`src/rtl/fb_pkg.sv`:
```
// Shared constants for the frame-buffer address path: default VGA 640x480
// timing, address width and the window-size helper used by fb_win_detect.
package fb_pkg;

    localparam int DEF_H_ACT_START = 144;
    localparam int DEF_V_ACT_START = 35;
    localparam int DEF_FB_W        = 640;
    localparam int DEF_FB_H        = 480;
    localparam int DEF_ADDR_W      = 19;

    // Window extent in screen pixels for one buffer dimension at scale 1 or 2.
    function automatic int win_dim(input int fb_dim, input logic s2);
        return s2 ? fb_dim * 2 : fb_dim;
    endfunction

endpackage

```
`src/rtl/fb_win_detect.sv`:
```
// Combinational window test: raster position relative to the active-area start,
// compared against the buffer window placed at (H_OFF, V_OFF).
module fb_win_detect
    import fb_pkg::*;
#(
    parameter int H_W         = 10,
    parameter int V_W         = 10,
    parameter int H_ACT_START = DEF_H_ACT_START,
    parameter int V_ACT_START = DEF_V_ACT_START,
    parameter int FB_W        = DEF_FB_W,
    parameter int FB_H        = DEF_FB_H,
    parameter int H_OFF       = 0,
    parameter int V_OFF       = 0
) (
    input  logic [H_W-1:0] hcnt,
    input  logic [V_W-1:0] vcnt,
    input  logic           dena,
    input  logic           armed,
    input  logic           s2,
    output logic           in_win
);

    logic [H_W-1:0] hx;
    logic [V_W-1:0] vy;
    logic           h_in;
    logic           v_in;

    // Positions left of / above the active start wrap to large values and fail the test.
    always_comb begin
        hx     = hcnt - H_W'(H_ACT_START);
        vy     = vcnt - V_W'(V_ACT_START);
        h_in   = (int'(hx) >= H_OFF) && (int'(hx) < H_OFF + win_dim(FB_W, s2));
        v_in   = (int'(vy) >= V_OFF) && (int'(vy) < V_OFF + win_dim(FB_H, s2));
        in_win = dena & armed & h_in & v_in;
    end

endmodule

```
`src/rtl/fb_addr_gen.sv`:
```
// Frame-buffer address generator: incremental col/row_base counters, one-cycle
// registered latency. Optional 2x2 replication when FB_ADDR_SCALE2_EN is defined.
module fb_addr_gen
    import fb_pkg::*;
#(
    parameter int H_W         = 10,
    parameter int V_W         = 10,
    parameter int ADDR_W      = DEF_ADDR_W,
    parameter int H_ACT_START = DEF_H_ACT_START,
    parameter int V_ACT_START = DEF_V_ACT_START,
    parameter int FB_W        = DEF_FB_W,
    parameter int FB_H        = DEF_FB_H,
    parameter int H_OFF       = 0,
    parameter int V_OFF       = 0
) (
    input  logic              clk,
    input  logic              rst,
    input  logic [H_W-1:0]    hcnt,
    input  logic [V_W-1:0]    vcnt,
    input  logic              dena,
`ifdef FB_ADDR_SCALE2_EN
    input  logic              scale2,
`endif
    output logic [ADDR_W-1:0] fb_addr,
    output logic              black_flag,
    output logic              addr_valid,
    output logic              frame_start
);

    localparam logic [ADDR_W-1:0] FB_W_A = ADDR_W'(FB_W);

    if (longint'(FB_W) * longint'(FB_H) > (longint'(1) << ADDR_W)) begin : g_size_check
        $error("fb_addr_gen: FB_W*FB_H does not fit in ADDR_W bits");
    end

    logic [ADDR_W-1:0] col;
    logic [ADDR_W-1:0] row_base;
    logic              armed;
    logic              prev_in_win;
    logic              in_win;
    logic              rearm;
    logic              col_step;
    logic              row_step;
    logic              first_px;
    logic              s2_mode;

    assign rearm = (vcnt < V_W'(V_ACT_START));

    fb_win_detect #(
        .H_W(H_W), .V_W(V_W), .H_ACT_START(H_ACT_START), .V_ACT_START(V_ACT_START),
        .FB_W(FB_W), .FB_H(FB_H), .H_OFF(H_OFF), .V_OFF(V_OFF)
    ) u_win (
        .hcnt(hcnt), .vcnt(vcnt), .dena(dena), .armed(armed), .s2(s2_mode), .in_win(in_win)
    );

`ifdef FB_ADDR_SCALE2_EN
    logic sub_h;
    logic sub_v;

    // In 2x mode each buffer column/row is held for two screen pixels/lines.
    always_comb begin
        col_step = ~s2_mode | sub_h;
        row_step = ~s2_mode | sub_v;
        first_px = ~sub_v;
    end

    always_ff @(posedge clk) begin
        if (rst) begin
            sub_h   <= 1'b0;
            sub_v   <= 1'b0;
            s2_mode <= 1'b0;
        end else if (rearm) begin
            sub_h   <= 1'b0;
            sub_v   <= 1'b0;
            s2_mode <= scale2;
        end else if (in_win) begin
            sub_h <= s2_mode & ~sub_h;
        end else if (prev_in_win) begin
            sub_h <= 1'b0;
            sub_v <= s2_mode & ~sub_v;
        end
    end
`else
    always_comb begin
        col_step = 1'b1;
        row_step = 1'b1;
        first_px = 1'b1;
        s2_mode  = 1'b0;
    end
`endif

    // armed stays low after a reset until vertical blanking, so a mid-frame
    // reset blanks the rest of the frame instead of issuing shifted addresses.
    always_ff @(posedge clk) begin
        if (rst) begin
            col         <= '0;
            row_base    <= '0;
            armed       <= 1'b0;
            prev_in_win <= 1'b0;
            fb_addr     <= '0;
            black_flag  <= 1'b1;
            addr_valid  <= 1'b0;
            frame_start <= 1'b0;
        end else begin
            prev_in_win <= in_win;
            fb_addr     <= in_win ? row_base + col : '0;
            black_flag  <= ~in_win;
            addr_valid  <= in_win;
            frame_start <= in_win & (row_base == '0) & (col == '0) & ~prev_in_win & first_px;
            if (rearm) begin
                armed    <= 1'b1;
                col      <= '0;
                row_base <= '0;
            end else if (in_win) begin
                if (col_step) col <= col + 1'b1;
            end else if (prev_in_win) begin
                col <= '0;
                if (row_step) row_base <= row_base + FB_W_A;
            end
        end
    end

endmodule

```
`config.mk`:
```
export PLATFORM = sky130hd
export DESIGN_NAME = fb_addr_gen
export DESIGN_NICKNAME = d
export VERILOG_FILES = /design/src/rtl/fb_pkg.sv /design/src/rtl/fb_win_detect.sv /design/src/rtl/fb_addr_gen.sv
export SDC_FILE = /design/constraint.sdc
export NUM_CORES = 1
export LEC_CHECK = 0
export BUFFER_PORTS_ARGS = -buffer_cell sky130_fd_sc_hd__buf_2
export CAP_MARGIN = 20
export CORE_UTILIZATION = 46
export DETAILED_ROUTE_END_ITERATION = 16
export PLACE_DENSITY_LB_ADDON = 0.05
export SYNTH_ARGS = -nofsm -noshare
export SYNTH_HDL_FRONTEND = slang
export SYNTH_SLANG_ARGS = --single-unit
```
`constraint.sdc`:
```
create_clock -name clk -period 2.5 [get_ports clk]
set_input_delay 0.25 -clock clk [delete_from_list [all_inputs] [get_ports clk]]
set_output_delay 0.25 -clock clk [all_outputs]
set_load 0.005 [all_outputs]
```
==> qor.yml <==
run_status:
  status: "complete, no violations"
min_path:
  hold_class: "in -> reg"
  hold_end: "armed$_SDFFE_PP0P_"
  worst_hold_startpoint: "rst"
  hold_depth: 2
synth:
  synth_warnings: 0
  yosys.area.top_type_share_pct: 39.2
  synth-edff-count: 0
  netlist_instances: 320
  ys_types: 46
  synthFlopType: "dfxtp_1"
  synth_area_leaders: "dfxtp_1 (39%), ha_1 (6.8%), nor2_1 (5.3%), o211ai_1 (4.4%), nand2_1 (3.7%)"
  netlist.top_cell.by_area: "dfxtp_1"
  post-synth-top-count-cell: "dfxtp_1"
  ys_seq_area_share_pct: 39.2
  netlist_top_cells_count: "dfxtp_1 (54), nor2_1 (39), nand2_1 (27), o211ai_1 (16)"
  avgSynthCellArea_sq_um: 8.61
  synthArstFlopShare_pct: 0
  syn_area_sq_um: 2760
  synth_nets: 359
  synth-seq-cells: 54
sta:
  slew-limit-headroom_pct: 34.1
  slew_viol_final: 0
  fin_crit_ns: 2.21
  hold_viol_final: 0
  finalSetupViolCount: 0
  worstMarginPinSlew_ns: 0.976
  fin_skew_ns: 0.00642
  fmax_ghz: 0.453
  rsz0062_at_grt: "false"
  min_period_over_period_pct: 88.2
  tns_ns: 0
finish:
  final-instance-count-excl-fill: 442
  fin_nets: 408
  final_util_pct: 57.0
  num-fill-cells: 531
  diodes: 0
  area_delta_synth_final_pct: 16.7
  drive_gt1_share_pct: 19.7
place:
  io_buffers: 40
  dp_cells: 434
  dpl.hpwl_um: 4810
  globalplace.congestion: 0.883
cts:
  htreeDepth: 2
  cts_tree: "done"
  clock-sinks: 54
  ctsResizeCount: 0
  cts_root_buf: "clkbuf_8"
  hold_buffers: 0
  cts_setup_buffers: 0
  clkLatencyLatePin_ns: 0.31
  cts_buffers: 5
  clock_tree.buffer_depth: 2
  clk_pin_slew_worst_paths_ns: 0.10
worst_setup_path:
  r2r-start: "row_base[7]$_SDFFE_PP0P_"
  regToRegSetupSlack_ns: 0.29
  crit_type: "reg -> reg"
  critPathCaptureType: "flop"
  required_ns: 2.70
  crit_family: "compound AO/OA/AOI/OAI gates"
  cp-start-kind: "flop"
  slowest_delay_ns: 0.45
  r2r_cells: 9
  r2r-end: "fb_addr[17]$_SDFF_PP0_"
  crit_buf_inv: 1
  cp.arrival_ns: 2.41
  path_cells: "ha_1 -> inv_1 -> fa_1 -> nand2b_1 -> a21oi_1 -> o21ai_0 -> a21boi_0 -> a211o_1 -> a31oi_1"
  slowest_stage: "dfxtp_1"
  critPathMaxFanout: 4
floorplanning:
  dieArea_sq_um: 6300
  core_area_sq_um: 5640
  initial_core_util_pct: 48.8
  die_h_um: 79.4
  die_width_um: 79.4
  rows: 27
  io_pins: 45
global_route:
  grt_pass1_wl_um: 10400
  grt_pass1_vias: 2122
  antenna_found_initial: 0
  grt-ovfl-total: 0
  gr-usage-all-layers_pct: 21.7
  grt_max_degree: 18
power:
  ir_drop_v: 0.000219
  powerDensity_nw_per_um2: 471
  p_leak_nw: 1.27
detailed_routing:
  vias: 2508
  drt-initial-drc-count: 149
  viasPerCell: 5.67
  route.detailed.drc: 0
  firstDrtPassIters: 4
  postRouteWirelength_um: 6240
  detail-route-antenna-nets: 0
  post_drt_wl_per_cell_um: 14.1
flow_run:
  maxCapViolCount: 0
where the power goes:
part | internal (mW) | switching, mW
sequential | 0.860 | 0.000529
combinational | 0.0207 | 0.0310
clock | 0.298 | 0.304
state kept, by name (all words and copies together) (netlist names):
name and cells:
row_base 12, frame_start 1, col 19, prev_in_win 1, black_flag 1, fb_addr 19
armed 1
cells by family after synthesis:
| family | share of synthesized area, % |
|---|---|
| AND/OR/NAND/NOR | 24.8 |
| multiplexers | 0.363 |
| adder cells (fa/ha/maj) | 7.54 |
| AO/OA/AOI/OAI | 18.4 |
| XOR/XNOR | 5.72 |
| flip-flops | 39.2 |
| buffers and inverters | 3.86 |
placed cells by master (no fill, tap or decap), types with 7 or more instances in the layout:
cell      instances
dfxtp_1          54
buf_2            40
nor2_1           39
nand2_1          27
o211ai_1         16
inv_1            15
ha_1             15
buf_4            14
nand3_1          13
a21oi_1          13
nand4_1          11
xnor2_1          10
nor4_1            9
nor3_1            8
or3_1             8
o21ai_0           8
xor2_1            8
or4_1             7
per-layer routing:
metal | vias to the layer above | GRT usage, % | wire, um
li1 | 1265 | - | -
met1 | 1155 | 29.8 | 3080
met2 | 80 | 34.8 | 2790
met3 | 8 | 3.77 | 294
met4 | 0 | 5.82 | 77
met5 | - | 0 | 0
worst max path at each step:
stage / to / depth (start not counted) / start
final: fb_addr[17]$_SDFF_PP0_ / 9 / row_base[7]$_SDFFE_PP0P_
after floorplan: col[15]$_SDFFE_PP0P_ / 8 / hcnt[7]
after global routing: fb_addr[17]$_SDFF_PP0_ / 9 / row_base[7]$_SDFFE_PP0P_
after detailed placement: col[18]$_SDFFE_PP0P_ / 7 / vcnt[0]
after global placement: col[18]$_SDFFE_PP0P_ / 7 / vcnt[8]
after CTS: fb_addr[17]$_SDFF_PP0_ / 9 / row_base[7]$_SDFFE_PP0P_
area by class of cell:
| class | instances | area, sq um | area share (%) |
|---|---|---|---|
| Clock inverter | 3 | 45.0 | 1.40 |
| Clock buffer | 5 | 68.8 | 2.14 |
| Sequential cell | 54 | 1080 | 33.6 |
| Multi-Input combinational cell | 239 | 1570 | 48.8 |
| Tap cell | 72 | 90.1 | 2.80 |
| Timing Repair Buffer | 54 | 305 | 9.50 |
| Inverter | 15 | 56.3 | 1.75 |
through the flow:
| step | instance area [sq um] | setup slack [ns] | total power [mW] | hold WS, ns |
|---|---|---|---|---|
| 3_3_place_gp | 3100 | 0.0377 | 0.932 | 0.453 |
| 3_5_place_dp | 3100 | 0.0107 | 0.933 | 0.463 |
| 5_1_grt | 3210 | 0.138 | 1.57 | 0.149 |
| 2_1_floorplan | 2760 | 0.282 | 0.903 | 0.322 |
| 6_report | 3210 | 0.295 | 1.51 | 0.140 |
| 4_1_cts | 3210 | 0.291 | 1.52 | 0.142 |
Power figures use the tool's default switching activity.
